### src/rtl/parking_capacity_pkg.sv
// Shared parking constants and the count-width derivation.
// The gate and display blocks use these too.
package parking_capacity_pkg;

  localparam int unsigned NUM_SPOTS_DEFAULT = 4;

  // Number of bits needed to hold any value from 0 to n.
  function automatic int unsigned calc_cnt_w(input int unsigned n);
    return $clog2(n + 1);
  endfunction

endpackage

### src/rtl/parking_capacity_spot_popcount.sv
// Combinational count of the set bits in the occupancy vector.
module spot_popcount
  import parking_capacity_pkg::*;
#(
  parameter int unsigned NUM_SPOTS = NUM_SPOTS_DEFAULT,
  localparam int unsigned CNT_W = calc_cnt_w(NUM_SPOTS)
) (
  input  logic [NUM_SPOTS-1:0] vec,
  output logic [CNT_W-1:0]     count
);

  always_comb begin
    count = '0;
    for (int unsigned i = 0; i < NUM_SPOTS; i++) begin
      count = count + CNT_W'(vec[i]);
    end
  end

endmodule

### src/rtl/parking_capacity.sv
// Free-space counter. It registers the number of free spots together with the
// full/empty flags and a one-cycle pulse whenever the count changes.
module parking_capacity
  import parking_capacity_pkg::*;
#(
  parameter int unsigned NUM_SPOTS = NUM_SPOTS_DEFAULT,
  localparam int unsigned CNT_W = calc_cnt_w(NUM_SPOTS)
) (
  input  logic                 clk,
  input  logic                 rst_n,
  input  logic [NUM_SPOTS-1:0] in,
  output logic [CNT_W-1:0]     out,
  output logic                 full,
  output logic                 empty,
  output logic                 changed
);

  logic [CNT_W-1:0] occupied;
  logic [CNT_W-1:0] free_next;

  spot_popcount #(
    .NUM_SPOTS(NUM_SPOTS)
  ) u_popcount (
    .vec  (in),
    .count(occupied)
  );

  assign free_next = CNT_W'(NUM_SPOTS) - occupied;

  // The flags are registered from free_next, so they always agree with out.
  always_ff @(posedge clk) begin
    if (!rst_n) begin
      out     <= CNT_W'(NUM_SPOTS);
      full    <= 1'b0;
      empty   <= 1'b1;
      changed <= 1'b0;
    end else begin
      out     <= free_next;
      full    <= (free_next == '0);
      empty   <= (free_next == CNT_W'(NUM_SPOTS));
      changed <= (free_next != out);
    end
  end

endmodule

### config.mk
export PLATFORM = sky130hd
export DESIGN_NAME = parking_capacity
export DESIGN_NICKNAME = d
export VERILOG_FILES = /design/src/rtl/parking_capacity_pkg.sv /design/src/rtl/parking_capacity_spot_popcount.sv /design/src/rtl/parking_capacity.sv
export SDC_FILE = /design/constraint.sdc
export NUM_CORES = 1
export LEC_CHECK = 0
export ABC_AREA = 1
export CAP_MARGIN = 10
export CORE_AREA = 2 2 39 41
export CTS_CLUSTER_DIAMETER = 30
export DETAILED_ROUTE_END_ITERATION = 10
export DIE_AREA = 0 0 41 43
export PLACE_DENSITY_LB_ADDON = 0.12
export SYNTH_ARGS = -nofsm -noshare
export SYNTH_HDL_FRONTEND = slang
export SYNTH_SLANG_ARGS = --single-unit
export TNS_END_PERCENT = 10
### constraint.sdc
create_clock -name clk -period 2.1 [get_ports clk]
set_input_delay 0.315 -clock clk [delete_from_list [all_inputs] [get_ports clk]]
set_output_delay 0.315 -clock clk [all_outputs]
set_load 0.1 [all_outputs]
==> results of run 1 <==
-- per-layer routing --
| metal | GRT usage | wire (um) | vias up |
|---|---|---|---|
| li1 | - | - | 141 |
| met1 | 0.0871 | 233 | 126 |
| met2 | 0.122 | 309 | 8 |
| met3 | 0.0785 | 58 | 0 |
| met4 | 0.0400 | 0 | 0 |
| met5 | 0 | 0 | - |
-- worst paths after layout --
| check | from | endpoint | slack [ns] | depth (start not counted) |
|---|---|---|---|---|
| setup reg to reg | out[1] | changed | 1.31 | 4 |
| setup / recovery | in[2] | changed | 0.29 | 9 |
| hold / removal | out[2] | changed | 0.61 | 4 |
| hold reg to reg | out[2] | changed | 0.61 | 4 |
-- power by group --
part           internal, mW  switching (mW)
registers             0.130         0.00744
clock network        0.0646          0.0412
logic                0.0558           0.152
-- layout by cell type (no fill, tap or decap), drive strengths merged --
master / instances
buf: 6
nor2: 2
ha: 5
nand2: 8
and3: 1
inv: 9
dfxtp: 6
xnor2: 2
nor3: 1
clkdlybuf4s50: 5
clkbuf: 3
nand3: 3
-- logic make-up after synthesis --
kind of cell / count (synthesis)
xor gates and xnor gates: 2
adders and majority gates: 5
buffers and inverters: 9
DFF: 6
and+or+nand+nor: 15
-- worst max-delay path: stages --
cell	delay [ns]
clkdlybuf4s50_1	0.41
ha_1	0.20
ha_1	0.27
inv_1	0.04
ha_1	0.34
xnor2_1	0.17
nand2_1	0.07
nor2_1	0.11
nor2_1	0.04
-- final cells by class --
class	instances	area [um2]
Multi-Input combinational cell	22	159
Inverter	9	33.8
Clock buffer	3	22.5
Sequential cell	6	120
Fill cell	149	933
Tap cell	16	20.0
Timing Repair Buffer	11	95.1
-- flip-flops by register name (all words and copies together) (netlist names) --
register,count
empty,1
full,1
changed,1
out,3
==> impl_metrics.env, run 1 <==
export IMPL_cts_reportedPaths_clkPinSlew_ns=0.05
export IMPL_drive_gt1_frac=0.275
export IMPL_synth_edf_count=0
export IMPL_hp_class="reg -> reg"
export IMPL_dp_hpwl_um=490
export IMPL_synth_adder_area_share=0.200
export IMPL_fin_skew_ns=0.00675
export IMPL_wire_per_inst_um=8.97
export IMPL_async_reset_ff_frac=0
export IMPL_start_kind="input pin"
export IMPL_globalplace_congestion=0.623
export IMPL_fin_area_um2=450
export IMPL_whs_ns=0.612
export IMPL_routed_wl_um=601
export IMPL_ys_seq_elements=6
export IMPL_synthTopCellsByArea="dfxtp_1 38%, ha_1 20%, inv_1 9.6%"
export IMPL_rows=14
export IMPL_cts_buffers=3
export IMPL_worstSetupPathType="in -> reg"
export IMPL_worstMarginPinSlew_ns=0.285
export IMPL_synth_top_area_share=0.384
export IMPL_die_area_um2=1760
export IMPL_yosysTopAreaCell="dfxtp_1"
export IMPL_synth_area_um2=313
export IMPL_postSynthCellCount=37
export IMPL_synth_xor_area_share=0.0560
export IMPL_io_pins=12
export IMPL_portBuffers=11
export IMPL_die_width_um=41
export IMPL_arrival_ns=1.95
export IMPL_grt_pass1_vias=236
export IMPL_powerDensity_nw_per_um2=1000
export IMPL_end_kind="register"
export IMPL_yosysSeqAreaShare=0.384
export IMPL_setup_viol=0
export IMPL_final_hold_violation_count=0
export IMPL_drt_iter0_markers=10
export IMPL_muxShareOfSynthArea=0
export IMPL_ys_flop_type="dfxtp_1"
export IMPL_ctsHoldBuffers=0
export IMPL_status="finished clean"
export IMPL_maxCapViolations=0
export IMPL_slew_headroom=0.812
export IMPL_cp_max_fo=3
export IMPL_clock_sinks=6
export IMPL_netlist_top_cells_count="8 x inv_1, 6 x dfxtp_1, 6 x nand2_1"
export IMPL_h_tree_depth=1
export IMPL_ant_nets=0
export IMPL_synth_cell_types=12
export IMPL_post_route_util=0.325
export IMPL_power_leakage_nw=0.243
export IMPL_ys_warn_count=0
export IMPL_fmax_mhz=553
export IMPL_worstPathRequired_ns=2.24
export IMPL_tns_ns=0
export IMPL_finalCriticalPeriod_ns=1.81
export IMPL_vias=275
export IMPL_synth_top_family_by_area="simple AND/OR/NAND/NOR gates"
export IMPL_cts_tree="done"
export IMPL_via_per_inst=4.10
export IMPL_start_util=0.226
export IMPL_dp_cells=64
export IMPL_core_area_um2=1380
export IMPL_firstDrtPassIters=3
export IMPL_clock_latency_ns=0.25
export IMPL_n_antenna_cell=0
export IMPL_die_h_um=43
export IMPL_syn_to_final_growth_pct=44.0
export IMPL_pre_cts_ws_ns=0.0218
export IMPL_yosys_cell_count_top_type="inv_1"
export IMPL_total_power_mw=0.450
export IMPL_drv_slew=0
export IMPL_grt_pass1_wl_um=924
export IMPL_root_buffer="clkbuf_4"
export IMPL_finalNonFillerCells=67
export IMPL_drc=0
export IMPL_dpl_cell_area_um2=428
export IMPL_track_usage=0.0874
export IMPL_synth_compound_area_share=0
export IMPL_antenna_found_initial=0
export IMPL_ctsResizeCount=0
export IMPL_grt_max_degree=5
export IMPL_nNetsFinal=64
export IMPL_avgSynthCellArea_um2=8.45
export IMPL_cts_buffer_depth=2
export IMPL_finalWorstSetupSlack_ns=0.292
export IMPL_rsz0062_at_grt="no"
export IMPL_cts_setup_buffers=0
export IMPL_synthesis_nets=48
export IMPL_max_vdd_ir_drop_v=0.000568
export IMPL_min_period_over_period=0.861
export IMPL_yosys_area_share_simple=0.252
export IMPL_grt_ovfl_total=0
Power figures use the tool's default switching activity.
==> inputs of run 2 (changes only) <==
PLACE_DENSITY = 0.48   (was unset)
PLACE_DENSITY_LB_ADDON = unset   (was 0.12)
==> run 2 against run 1 <==
Effect of this change: cell count did not move; worst hold slack got worse by 0.0046 ns; register-to-register slack about the same; sequential share of layout area unchanged; first-iteration DRC count down 90%; combinational power is essentially flat; critical path type unchanged.
==> impl_metrics.env, run 2 (synthesis results as in run 1) <==
export IMPL_max_vdd_ir_drop_v=0.000522
export IMPL_finalWorstSetupSlack_ns=0.287
export IMPL_worstMarginPinSlew_ns=0.278
export IMPL_h_tree_depth=1
export IMPL_start_kind="input pin"
export IMPL_status="finished clean"
export IMPL_grt_pass1_wl_um=924
export IMPL_top_usage_layer="met2"
export IMPL_drive_gt1_frac=0.275
export IMPL_drt_iter0_markers=1
export IMPL_fin_area_um2=450
export IMPL_start_util=0.226
export IMPL_worstSetupPathType="in -> reg"
export IMPL_firstDrtPassIters=3
export IMPL_dp_cells=64
export IMPL_min_period_over_period=0.863
export IMPL_fin_skew_ns=0.00366
export IMPL_cpMaxStageDelayCell="clkdlybuf4s50_1"
export IMPL_final_hold_violation_count=0
export IMPL_rsz0062_at_grt="no"
export IMPL_cts_setup_buffers=0
export IMPL_cts_tree="done"
export IMPL_pre_cts_ws_ns=0.0296
export IMPL_fmax_mhz=552
export IMPL_via_per_inst=3.91
export IMPL_wire_per_inst_um=7.42
export IMPL_hp_class="reg -> reg"
export IMPL_layout_common_cells="8 x inv_1, 6 x nand2_1, 6 x dfxtp_1, 6 x buf_4"
export IMPL_crit_chain="clkdlybuf4s50_1 -> ha_1 -> ha_1 -> inv_1 -> ha_1 -> xnor2_1 -> nand2_1 -> nor2_1 -> nor2_1"
export IMPL_core_area_um2=1380
export IMPL_die_area_um2=1760
export IMPL_power_leakage_nw=0.243
export IMPL_finalNonFillerCells=67
export IMPL_slowest_delay_ns=0.41
export IMPL_drc=0
export IMPL_grt_pass1_vias=247
export IMPL_whs_ns=0.608
export IMPL_end_kind="register"
export IMPL_cp_max_fo=3
export IMPL_drv_slew=0
export IMPL_io_pins=12
export IMPL_cts_buffer_depth=2
export IMPL_die_width_um=41
export IMPL_reg2reg_slack_ns=1.32
export IMPL_antenna_found_initial=0
export IMPL_largest_reg_flops=3
export IMPL_path_delay_family="adder cells"
export IMPL_setup_viol=0
export IMPL_ctsResizeCount=0
export IMPL_clock_latency_ns=0.24
export IMPL_tns_ns=0
export IMPL_finalCriticalPeriod_ns=1.81
export IMPL_syn_to_final_growth_pct=44.0
export IMPL_slew_headroom=0.816
export IMPL_nNetsFinal=64
export IMPL_globalplace_congestion=0.615
export IMPL_ctsHoldBuffers=0
export IMPL_worstPathRequired_ns=2.23
export IMPL_die_h_um=43
export IMPL_dpl_cell_area_um2=428
export IMPL_cp_common_cell="ha_1"
export IMPL_n_antenna_cell=0
export IMPL_top_register="out"
export IMPL_routed_wl_um=497
export IMPL_vias=262
export IMPL_final_common_cell="inv_1"
export IMPL_cts_reportedPaths_clkPinSlew_ns=0.04
export IMPL_portBuffers=11
export IMPL_grt_max_degree=5
export IMPL_rows=14
export IMPL_clock_sinks=6
export IMPL_root_buffer="clkbuf_4"
export IMPL_track_usage=0.0795
export IMPL_gr_usage_met3=0.0628
export IMPL_ant_nets=0
export IMPL_powerDensity_nw_per_um2=982
export IMPL_dp_hpwl_um=432
export IMPL_grt_use_met2=0.106
export IMPL_arrival_ns=1.95
export IMPL_grt_ovfl_total=0
export IMPL_path_buf_inv=2
export IMPL_met1_usage=0.0971
export IMPL_maxCapViolations=0
export IMPL_cts_buffers=3
run 2: cell counts in the layout (fill, tap and decap cells not counted):
Identical to the previous run, type by type.
run 2: final timing paths:
check	from	endpoint	depth (start not counted)
hold / removal	out[2]	changed	4
hold reg to reg	out[2]	changed	4
setup / recovery	in[2]	changed	9
setup reg to reg	out[0]	changed	4
run 2: through the flow:
stage | power (mW) | utilization
5_1_grt | 0.473 | 0.325
2_1_floorplan | 0.303 | -
3_3_place_gp | 0.345 | 0.309
3_5_place_dp | 0.346 | 0.309
6_report | 0.442 | 0.325
4_1_cts | 0.452 | 0.325
run 2: worst min-delay path, delay by kind of cell (launching register included):
kind	cells	cell delay (ns)
AND/OR/NAND/NOR	4	0.26
flip-flops	1	0.31
run 2: where the power goes:
part | internal (mW) | switching (mW) | leakage, nW
clock | 0.0643 | 0.0360 | 0.0138
sequential | 0.130 | 0.00674 | 0.0501
combinational | 0.0558 | 0.150 | 0.179
run 2: per-layer routing:
layer  up-vias  part of all wire
met3         0             0.054
met2         4              0.49
met1       116              0.45
li1        142                 -
met5         -                 0
met4         0                 0
run 2: final cells by class:
class	instances	area, um2
fill	152	933
multi-input combinational	22	159
sequential	6	120
timing repair buffer	11	95.1
inverter	9	33.8
clock buffer	3	22.5
tap	16	20.0
